File: config.mk
export PLATFORM = sky130hd
export DESIGN_NAME = fpnew_norm_pipe
export DESIGN_NICKNAME = d
export VERILOG_FILES = /design/src/rtl/fpnew_norm_pipe_pkg.sv /design/src/rtl/fpnew_norm_pipe_lzc.sv /design/src/rtl/fpnew_norm_pipe.sv
export SDC_FILE = /design/constraint.sdc
export NUM_CORES = 1
export LEC_CHECK = 0
export ABC_AREA = 0
export CELL_PAD_IN_SITES_DETAIL_PLACEMENT = 0
export CELL_PAD_IN_SITES_GLOBAL_PLACEMENT = 1
export CORE_UTILIZATION = 40
export CTS_CLUSTER_SIZE = 14
export DETAILED_ROUTE_END_ITERATION = 6
export PLACE_DENSITY_LB_ADDON = 0.1
export RECOVER_POWER = 50
export SYNTH_ARGS = -nofsm -noshare
export SYNTH_HDL_FRONTEND = slang
export SYNTH_SLANG_ARGS = --single-unit
File: constraint.sdc
create_clock -name clk_i -period 4.6 [get_ports clk_i]
set_input_delay 0.92 -clock clk_i [delete_from_list [all_inputs] [get_ports clk_i]]
set_output_delay 0.92 -clock clk_i [all_outputs]
set_load 0.03 [all_outputs]
File: src/rtl/fpnew_norm_pipe_pkg.sv
// Shared types for the normalization pipeline:
// rounding modes and the stage-A shift plan.
package fpnew_norm_pipe_pkg;

  typedef enum logic [2:0] {
    RNE = 3'b000,
    RTZ = 3'b001,
    RDN = 3'b010,
    RUP = 3'b011,
    RMM = 3'b100,
    ROD = 3'b101,
    DYN = 3'b111
  } roundmode_e;

  localparam int unsigned PLAN_AMT_W = 16;
  localparam int unsigned PLAN_EXP_W = 16;

  typedef struct packed {
    logic                         shift_left;
    logic [PLAN_AMT_W-1:0]        shift_amt;
    logic signed [PLAN_EXP_W-1:0] final_exp;
    logic                         is_zero;
  } shift_plan_t;

endpackage

File: src/rtl/fpnew_norm_pipe_lzc.sv
// Leading-zero counter; cnt_o is 0 when the input is empty.
module fpnew_norm_lzc #(
  parameter int unsigned WIDTH = 50,
  parameter int unsigned CNT_W =
    (WIDTH > 1) ? $clog2(WIDTH) : 1
) (
  input  logic [WIDTH-1:0] in_i,
  output logic [CNT_W-1:0] cnt_o,
  output logic             empty_o
);

  always_comb begin
    cnt_o = '0;
    // Scan upward so the highest set bit wins.
    for (int i = 0; i < WIDTH; i++) begin
      if (in_i[i]) cnt_o = CNT_W'(WIDTH - 1 - i);
    end
  end

  assign empty_o = ~|in_i;

endmodule

File: src/rtl/fpnew_norm_pipe.sv
// Two-stage elastic normalizer: stage A plans the shift,
// stage B applies it and packs {exp, mant} plus round/sticky.
module fpnew_norm_pipe
  import fpnew_norm_pipe_pkg::*;
#(
  parameter int unsigned ExpBits   = 8,
  parameter int unsigned ManBits   = 23,
  parameter int unsigned MantWidth = 50,
  parameter int unsigned TagWidth  = 1
) (
  input  logic                       clk_i,
  input  logic                       rst_i,
  input  logic                       flush_i,
  input  logic                       in_valid_i,
  output logic                       in_ready_o,
  input  logic                       sign_i,
  input  logic [ExpBits+1:0]         exp_i,
  input  logic [MantWidth-1:0]       mant_i,
  input  logic                       sticky_i,
  input  roundmode_e                 rnd_mode_i,
  input  logic                       eff_sub_i,
  input  logic [TagWidth-1:0]        tag_i,
  output logic                       out_valid_o,
  input  logic                       out_ready_i,
  output logic [ExpBits+ManBits-1:0] abs_value_o,
  output logic [1:0]                 round_sticky_o,
  output logic                       sign_o,
  output roundmode_e                 rnd_mode_o,
  output logic                       eff_sub_o,
  output logic [TagWidth-1:0]        tag_o,
  output logic                       of_o,
  output logic                       zero_o
);

  localparam int unsigned LzcW =
    (MantWidth > 1) ? $clog2(MantWidth) : 1;
  localparam int unsigned AbsW = ExpBits + ManBits;
  localparam int unsigned LowW = MantWidth - 2 - ManBits;

  localparam logic signed [PLAN_EXP_W-1:0] OneS =
    PLAN_EXP_W'(1);
  localparam logic signed [PLAN_EXP_W-1:0] MwS =
    PLAN_EXP_W'(MantWidth);
  localparam logic signed [PLAN_EXP_W-1:0] ExpMaxS =
    PLAN_EXP_W'((1 << ExpBits) - 1);

  logic valid_a_q, valid_a_d;
  logic valid_b_q, valid_b_d;
  logic ready_a, ready_b;

  assign ready_b    = !valid_b_q || out_ready_i;
  assign ready_a    = !valid_a_q || ready_b;
  assign in_ready_o = ready_a;

  always_comb begin
    valid_a_d = valid_a_q;
    valid_b_d = valid_b_q;
    if (flush_i) begin
      valid_a_d = 1'b0;
      valid_b_d = 1'b0;
    end else begin
      if (ready_a) valid_a_d = in_valid_i;
      if (ready_b) valid_b_d = valid_a_q;
    end
  end

  // ---------------- stage A: shift plan ----------------
  logic [LzcW-1:0] lz_cnt;
  logic            lz_empty;

  fpnew_norm_lzc #(
    .WIDTH (MantWidth),
    .CNT_W (LzcW)
  ) u_lzc (
    .in_i    (mant_i),
    .cnt_o   (lz_cnt),
    .empty_o (lz_empty)
  );

  logic signed [PLAN_EXP_W-1:0] exp_s;
  logic signed [PLAN_EXP_W-1:0] lz_s;
  logic signed [PLAN_EXP_W-1:0] diff_s;
  logic signed [PLAN_EXP_W-1:0] neg_s;
  shift_plan_t                  plan_d;

  assign exp_s  = PLAN_EXP_W'($signed(exp_i));
  assign lz_s   = $signed(PLAN_EXP_W'(lz_cnt));
  assign diff_s = exp_s - lz_s;
  assign neg_s  = -exp_s;

  always_comb begin
    plan_d = '0;
    if (lz_empty) begin
      plan_d.is_zero    = 1'b1;
      plan_d.shift_left = 1'b1;
    end else if (diff_s >= 0) begin
      plan_d.shift_left = 1'b1;
      plan_d.shift_amt  = PLAN_AMT_W'(lz_cnt);
      plan_d.final_exp  = diff_s + OneS;
    end else if (exp_s >= 0) begin
      plan_d.shift_left = 1'b1;
      plan_d.shift_amt  = PLAN_AMT_W'(exp_s);
    end else if (neg_s > MwS) begin
      plan_d.shift_amt  = PLAN_AMT_W'(MantWidth);
    end else begin
      plan_d.shift_amt  = PLAN_AMT_W'(neg_s);
    end
  end

  shift_plan_t          plan_q;
  logic [MantWidth-1:0] mant_a_q;
  logic                 sticky_a_q;
  logic                 sign_a_q;
  roundmode_e           rnd_a_q;
  logic                 eff_sub_a_q;
  logic [TagWidth-1:0]  tag_a_q;

  always_ff @(posedge clk_i or posedge rst_i) begin
    if (rst_i) begin
      valid_a_q   <= 1'b0;
      plan_q      <= '0;
      mant_a_q    <= '0;
      sticky_a_q  <= 1'b0;
      sign_a_q    <= 1'b0;
      rnd_a_q     <= RNE;
      eff_sub_a_q <= 1'b0;
      tag_a_q     <= '0;
    end else begin
      valid_a_q <= valid_a_d;
      if (ready_a) begin
        plan_q      <= plan_d;
        mant_a_q    <= mant_i;
        sticky_a_q  <= sticky_i;
        sign_a_q    <= sign_i;
        rnd_a_q     <= rnd_mode_i;
        eff_sub_a_q <= eff_sub_i;
        tag_a_q     <= tag_i;
      end
    end
  end

  // ---------------- stage B: shift and pack ----------------
  logic [MantWidth-1:0] m_sh;
  logic [MantWidth-1:0] lost_mask;
  logic                 rs_lost;
  logic [ManBits-1:0]   mant_f;
  logic                 rnd_b;
  logic                 stk_b;
  logic                 of_b;
  logic [AbsW-1:0]      abs_d;
  logic [1:0]           rs_d;

  assign m_sh = plan_q.shift_left
              ? (mant_a_q << plan_q.shift_amt)
              : (mant_a_q >> plan_q.shift_amt);

  // Bits dropped off the bottom by a right shift.
  assign lost_mask =
    ~({MantWidth{1'b1}} << plan_q.shift_amt);
  assign rs_lost = !plan_q.shift_left &&
                   (|(mant_a_q & lost_mask));

  assign mant_f = m_sh[MantWidth-2 -: ManBits];
  assign rnd_b  = m_sh[LowW];
  assign stk_b  = (|m_sh[LowW-1:0]) | sticky_a_q | rs_lost;
  assign of_b   = plan_q.final_exp >= ExpMaxS;

  always_comb begin
    abs_d = {plan_q.final_exp[ExpBits-1:0], mant_f};
    rs_d  = {rnd_b, stk_b};
    if (of_b) begin
      abs_d = {{ExpBits{1'b1}}, {ManBits{1'b0}}};
      rs_d  = 2'b00;
    end
  end

  logic [AbsW-1:0]     abs_q;
  logic [1:0]          rs_q;
  logic                sign_b_q;
  roundmode_e          rnd_b_q;
  logic                eff_sub_b_q;
  logic [TagWidth-1:0] tag_b_q;
  logic                of_q;
  logic                zero_q;

  always_ff @(posedge clk_i or posedge rst_i) begin
    if (rst_i) begin
      valid_b_q   <= 1'b0;
      abs_q       <= '0;
      rs_q        <= '0;
      sign_b_q    <= 1'b0;
      rnd_b_q     <= RNE;
      eff_sub_b_q <= 1'b0;
      tag_b_q     <= '0;
      of_q        <= 1'b0;
      zero_q      <= 1'b0;
    end else begin
      valid_b_q <= valid_b_d;
      if (ready_b) begin
        abs_q       <= abs_d;
        rs_q        <= rs_d;
        sign_b_q    <= sign_a_q;
        rnd_b_q     <= rnd_a_q;
        eff_sub_b_q <= eff_sub_a_q;
        tag_b_q     <= tag_a_q;
        of_q        <= of_b;
        zero_q      <= plan_q.is_zero;
      end
    end
  end

  assign out_valid_o    = valid_b_q;
  assign abs_value_o    = abs_q;
  assign round_sticky_o = rs_q;
  assign sign_o         = sign_b_q;
  assign rnd_mode_o     = rnd_b_q;
  assign eff_sub_o      = eff_sub_b_q;
  assign tag_o          = tag_b_q;
  assign of_o           = of_q;
  assign zero_o         = zero_q;

endmodule
# Word-level counts from Yosys, hierarchy flattened

Cells that the tools add are included.

Flip-flop bits (word level): 134
Output and inout bits: 43

Magnitude comparators: 4
Bitwise gates (word level): 4
Shifts and indexed selects: 3
Multiplexer cells: 65
Reductions and logical operators: 11
Add/sub/neg operators: 3

Operator list:

| kind                                                               | count |
|---|---|
| 2-to-1 mux 6 bit                                                   | 50 |
| OR reduction 50 bit                                                | 2 |
| bitwise AND 50 bit                                                 | 1 |
| inverter 50 bit                                                    | 1 |
| left shift 50 x 16 -> 49 bit                                       | 1 |
| left shift 50 x 16 -> 50 bit, first input constant                 | 1 |
| right shift 50 x 16 -> 49 bit                                      | 1 |
| 2-to-1 mux 49 bit                                                  | 1 |
| 2-to-1 mux 16 bit                                                  | 3 |
| 2-to-1 mux 32 bit                                                  | 1 |
| 2-to-1 mux 31 bit                                                  | 1 |
| OR reduction 25 bit                                                | 1 |
| 2-to-1 mux 17 bit                                                  | 1 |
| greater-or-equal comparator 16 x 9 -> 1 bit, second input constant | 1 |
| > comparator 16 x 7 -> 1 bit, second input constant                | 1 |
| negation 10 -> 16 bit                                              | 1 |
| adder 11 x 2 -> 12 bit, second input constant                      | 1 |
| greater-or-equal comparator 11 x 1 -> 1 bit, second input constant | 1 |
| subtractor 10 x 7 -> 11 bit                                        | 1 |
| greater-or-equal comparator 10 x 1 -> 1 bit, second input constant | 1 |
| 2-to-1 mux 1 bit                                                   | 7 |
| nonzero test 2 bit                                                 | 2 |
| logical NOT 1 bit                                                  | 3 |
| logical OR 1 bit                                                   | 2 |
| other kinds (3)                                                    | 4 |

# Logic depth before layout (Yosys ltp)

Depth after elaboration: 54
Depth in mapped cells: 19
Depth with buffers taken out: 19

# Hierarchy

From an unflattened synthesis, not the netlist that was laid out.

Cells, all modules: 1,773
Area total of the unflattened synthesis: 13,820.8 sq um

By module, submodules not included:

| module          | area an instance (sq um) | times used | sequential area each (sq um) | cells an instance |
|---|---|---|---|---|
| fpnew_norm_pipe | 13,142.6                 | 1          | 3,253.1                      | 1,662 |
| fpnew_norm_lzc  | 678.2                    | 1          | 0.0                          | 111 |

# Least setup slack after synthesis

OpenSTA, ideal clock, no wires.

Path kind: input-to-reg
Start: input mant_i[36]
End: register plan_q[22] (netlist name)
Data required time: 4.463 ns
Slack: 0.360 ns
Arrival: 4.103 ns
Setup time: 0.137 ns
Stages on the path: 14
Cells stage by stage: or4_1 > a211oi_1 > nor3_1 > nor4_1 > o41ai_1 > fa_1 > a21o_1 > a21oi_1 > o21ai_0 > and2_1 > nor3_1 > mux2_2 > o211ai_1 > o21ai_0

Word-level cells in the longest chain between the ends: 18
Elaborated cells between the ends (all ways): 19
Classes of those cells: add/sub: 1; order compare: 1; mux: 16; reduce/logical: 1

Ends and longest elaborated chain:

| what                                        | line                      | RTL |
|---|---|---|
| start: declaration                          | fpnew_norm_pipe.sv:18     | `input logic [MantWidth-1:0] mant_i,` |
| 2-to-1 mux 6 bit (14 in a row)              | fpnew_norm_pipe_lzc.sv:16 | `if (in_i[i]) cnt_o = CNT_W'(WIDTH - 1 - i);` |
| subtractor 10 x 7 -> 11 bit                 | fpnew_norm_pipe.sv:88     | `assign diff_s = exp_s - lz_s;` |
| greater-or-equal comparator 11 x 1 -> 1 bit | fpnew_norm_pipe.sv:96     | `end else if (diff_s >= 0) begin` |
| 2-to-1 mux 17 bit                           | fpnew_norm_pipe.sv:96     |  |
| 2-to-1 mux 32 bit *                         | fpnew_norm_pipe.sv:93     | `if (lz_empty) begin` |
| end signal: assignment                      | fpnew_norm_pipe.sv:131    | `plan_q <= plan_d;` |
| end: declaration                            | fpnew_norm_pipe.sv:110    | `shift_plan_t plan_q;` |

Mark *: on every way between the ends. The rest lies on a longest branch, timed or not.
A chain may end at the register's enable or synchronous reset.

# Final worst setup path

Start: input mant_i[3]
End: register plan_q[22] (netlist name)

Word-level cells in the longest chain between the ends: 51
Elaborated cells between the ends (all ways): 52
Classes of those cells: add/sub: 1; order compare: 1; mux: 49; reduce/logical: 1

Ends and longest elaborated chain:

| what                                        | line |
|---|---|
| 2-to-1 mux 6 bit (47 in a row)              | fpnew_norm_pipe_lzc.sv:16 |
| subtractor 10 x 7 -> 11 bit                 | fpnew_norm_pipe.sv:88 |
| greater-or-equal comparator 11 x 1 -> 1 bit | fpnew_norm_pipe.sv:96 |
| 2-to-1 mux 17 bit                           | fpnew_norm_pipe.sv:96 |
| 2-to-1 mux 32 bit *                         | fpnew_norm_pipe.sv:93 |

Marks and branches as above.

==> metrics.yaml <==
timing:
  fin_crit_ns: 4.37
  worst_slack_ns: 0.232
  timing.final.max_slew_violations: 148
  timing.fmax_ghz: 0.229
  grt_setup_unrepaired: "true"
  worst_margin_slew_ns: 1.93
  fin_crit_share_pct: 95.0
  timing_hold_violations_final: 0
  final.setup_skew_ns: 0.0133
  slew-limit-headroom_pct: -29.0
  finalSetupViolCount: 0
  tns_ns: 0
final_layout:
  antenna_cells_inserted: 0
  final.fill_count: 3176
  syn_to_final_growth_pct: 21.9
  multiInputGateArea_mm2: 0.00872
  post_layout_nonfiller_instances: 2200
  post_route_cells_drive_above_1_share_pct: 16.7
  register_area_mm2: 0.00326
  nets: 1867
floorplanning:
  die_h_um: 181
  floorplan.initialDensity_pct: 40.6
  fp-row-count: 65
  fp.coreArea_mm2: 0.0315
  io_pins: 115
  fp.dieArea_mm2: 0.0327
  floorplan.die.width_um: 181
synthesis:
  synth_top_cells_by_count: "299 x sky130_fd_sc_hd__nand2_1, 139 x sky130_fd_sc_hd__nor2_1, 130 x sky130_fd_sc_hd__dfrtp_1, 108 x sky130_fd_sc_hd__o21ai_0, 105 x sky130_fd_sc_hd__mux2i_1"
  synth_edf_count: 0
  postSynthRegisterBits: 130
  synth-async-reset-ratio_pct: 100
  synth_top_cell_area_share_pct: 25.5
  synth.net_count: 1734
  netlist_area_mm2: 0.0128
  synth.lib_cells_used.distinct: 85
  syn-instance-count: 1652
  yosysMostFrequentCell: "sky130_fd_sc_hd__nand2_1"
  synth-main-ff-cell: "sky130_fd_sc_hd__dfrtp_1"
  library_cell_occupying_the_most_area_in_the_post_synthesis_netlist: "sky130_fd_sc_hd__dfrtp_1"
  portion_of_the_post_synthesis_area_used_by_sequential_elements_pct: 25.5
  post_synth.cell_area_avg_um2: 7.73
  ys_top_cells_by_area: "sky130_fd_sc_hd__dfrtp_1 25%, sky130_fd_sc_hd__nand2_1 8.8%, sky130_fd_sc_hd__mux2i_1 8.2%"
  synth-warning-count: 0
worst_setup_path:
  critical_path.max_stage_delay_ns: 0.52
  timing.setup.critical_path_class: "in -> reg"
  crit_path_max_fanout: 4
  crit_path_start: "mant_i[3]"
  arrival_ns: 4.66
  startpoint_class: "primary input"
  worstPathCellList: "clkdlybuf4s50_1, buf_4, or4_1, a21oi_2, o21ba_2, o21ai_0, a31oi_1, o21ai_0, nand2_1, ha_1, a21o_1, a21oi_2, o21ai_2, and2_4, nor3_2, buf_4, mux2_2, o211ai_1, o21ai_1"
  cp_slowest_cell: "sky130_fd_sc_hd__or4_1"
  critical_path.top_delay_family: "compound AO/OA/AOI/OAI gates"
  cp_data_required_time_ns: 4.89
  critical_path.n_buffers_inverters: 3
  critPathCaptureType: "flop"
  crit-reg2reg-launch: "plan_q[18]"
global_route:
  grt_overflow: 0
  grt_first_pass_wirelength_um: 86000
  antenna_violations_before_repair: 1
  grtUsageTotal_pct: 34.8
  grt_max_degree: 91
  grt_pass1_vias: 13700
placement:
  placed_cells_incl_taps: 2166
  dp_slack_ns: -0.647
  buffer_ports.inserted: 114
  gp_congestion: 1.06
  dp_hpwl_um: 42400
worst_hold_path:
  worst_hold_startpoint: "rnd_a_q[1]"
  hp-class: "reg -> reg"
routing:
  drt.antenna.violating_nets: 0
  drt_drc_violations_left: 0
  final_routed_wirelength_across_all_metal_layers_um: 56400
  num_vias: 14100
  routed_wire_length_per_instance_um: 25.6
  drt_iter0_markers: 1574
  dr.pass1.iters: 6
  avgViaCountPerCell: 6.40
cts:
  clock_transition_at_the_register_clock_pins_on_the_worst_setup_and_hold_paths_after_cts_ns: 0.07
  cts_hold_buffers: 0
  cts_inserted_buffers: 17
  tritoncts_num_sinks: 130
  max-clock-path-buffers: 2
  worstSkewPairLatency_ns: 0.44
  clock_tree_from_tritoncts: "done"
  clock_root_cell: "sky130_fd_sc_hd__clkbuf_16"
  htreeDepth: 4
status:
  failing_checks: "max-capacitance violations, max-slew violations"
  run_status: "finished with violations"
pwr:
  power.ir.vdd_worst_mv: 0.247
  static-leakage-power_nw: 6.59
  p_per_area_mw_per_mm2: 304
run:
  maxCapViolCount: 3
[flip-flops by register name, summed over array words and instances (netlist names), 2 cells and up]
| register | flops |
|---|---|
| round_sticky_o | 2 |
| rnd_mode_o | 3 |
| rnd_a_q | 3 |
| mant_a_q | 50 |
| plan_q | 30 |
| abs_value_o | 31 |
[layout make-up]
cell class / count / area share (%)
tap: 402 / 3.23
multi-input combinational: 1329 / 56.0
clock inverter: 15 / 1.07
inverter: 36 / 0.892
timing repair buffer: 271 / 15.1
clock buffer: 17 / 2.73
sequential: 130 / 21.0
[layer usage]
metal,global-route usage [%],share of wire (%),up-vias
met2,54.0,45,758
met4,17.6,5.0,0
met5,0,0,-
met1,46.3,42,6789
met3,6.31,8.3,157
li1,-,-,6376
[placed cells by master, fill, tap and decap left out, types with 45 or more instances in the layout]
cell type / instances
sky130_fd_sc_hd__a21oi_1: 99
sky130_fd_sc_hd__dfrtp_1: 125
sky130_fd_sc_hd__clkdlybuf4s50_1: 111
sky130_fd_sc_hd__o21ai_0: 104
sky130_fd_sc_hd__nor2_1: 139
sky130_fd_sc_hd__mux2i_1: 105
sky130_fd_sc_hd__nor3_1: 45
sky130_fd_sc_hd__buf_4: 150
sky130_fd_sc_hd__nand2_1: 299
[where the power goes]
group	total [mW]	leakage [nW]	switching (mW)	internal, mW
clock network	1.37	0.287	0.596	0.770
registers	1.42	1.60	0.188	1.23
logic	1.95	4.71	1.16	0.786
total	4.73	6.59	1.94	2.79
[timing repair]
item / in CTS / in global routing
pin swaps: 2 / 6
endpoints found under the setup margin: 8 / 13
resized for setup: 7 / 15
buffers inserted: 1 / 1
[final timing paths]
check,endpoint,slack [ns],cells after the start
worst max-delay path,plan_q[22],0.23,19
min in group asynchronous,abs_value_o[12],1.48,2
worst min register to register,rnd_a_q[1],0.47,2
worst min-delay path,rnd_a_q[1],0.47,2
max in group asynchronous,abs_value_o[23],1.16,3
worst max register to register,round_sticky_o[0],0.53,10
[cell families after synthesis]
group | after synthesis | synth area share [%]
muxes | 176 | 17.6
AOI/OAI and AO/OA | 476 | 25.0
xor gates and xnor gates | 13 | 0.891
buffers and inverters | 193 | 6.78
and+or+nand+nor | 654 | 23.2
DFF | 130 | 25.5
adders and majority gates | 10 | 1.04
[worst reg2reg max path, cell delays in order (launching register included)]
cell and delay, ns:
sky130_fd_sc_hd__dfrtp_4 0.71, sky130_fd_sc_hd__buf_4 0.38, sky130_fd_sc_hd__nor2b_1 0.87, sky130_fd_sc_hd__a2bb2oi_1 0.22, sky130_fd_sc_hd__o221ai_1 0.20, sky130_fd_sc_hd__and2_1 0.22, sky130_fd_sc_hd__o21ai_0 0.08, sky130_fd_sc_hd__a211o_1 0.31
sky130_fd_sc_hd__a222oi_1 0.45, sky130_fd_sc_hd__o22ai_1 0.18, sky130_fd_sc_hd__a2111o_1 0.31
[stage by stage]
| stage | hold WS, ns | utilization (%) | power (mW) | instance area (µm²) |
|---|---|---|---|---|
| 6_report | 0.468 | 49.5 | 4.73 | 15600 |
| 5_1_grt | 0.485 | 49.5 | 4.94 | 15600 |
| 4_1_cts | 0.470 | 49.4 | 4.71 | 15500 |
| 2_1_floorplan | 0.439 | - | 2.55 | 12800 |
| 3_5_place_dp | 0.455 | 47.4 | 3.33 | 14900 |
| 3_3_place_gp | 0.449 | 47.4 | 3.33 | 14900 |
(Power assumes the default switching activity.)
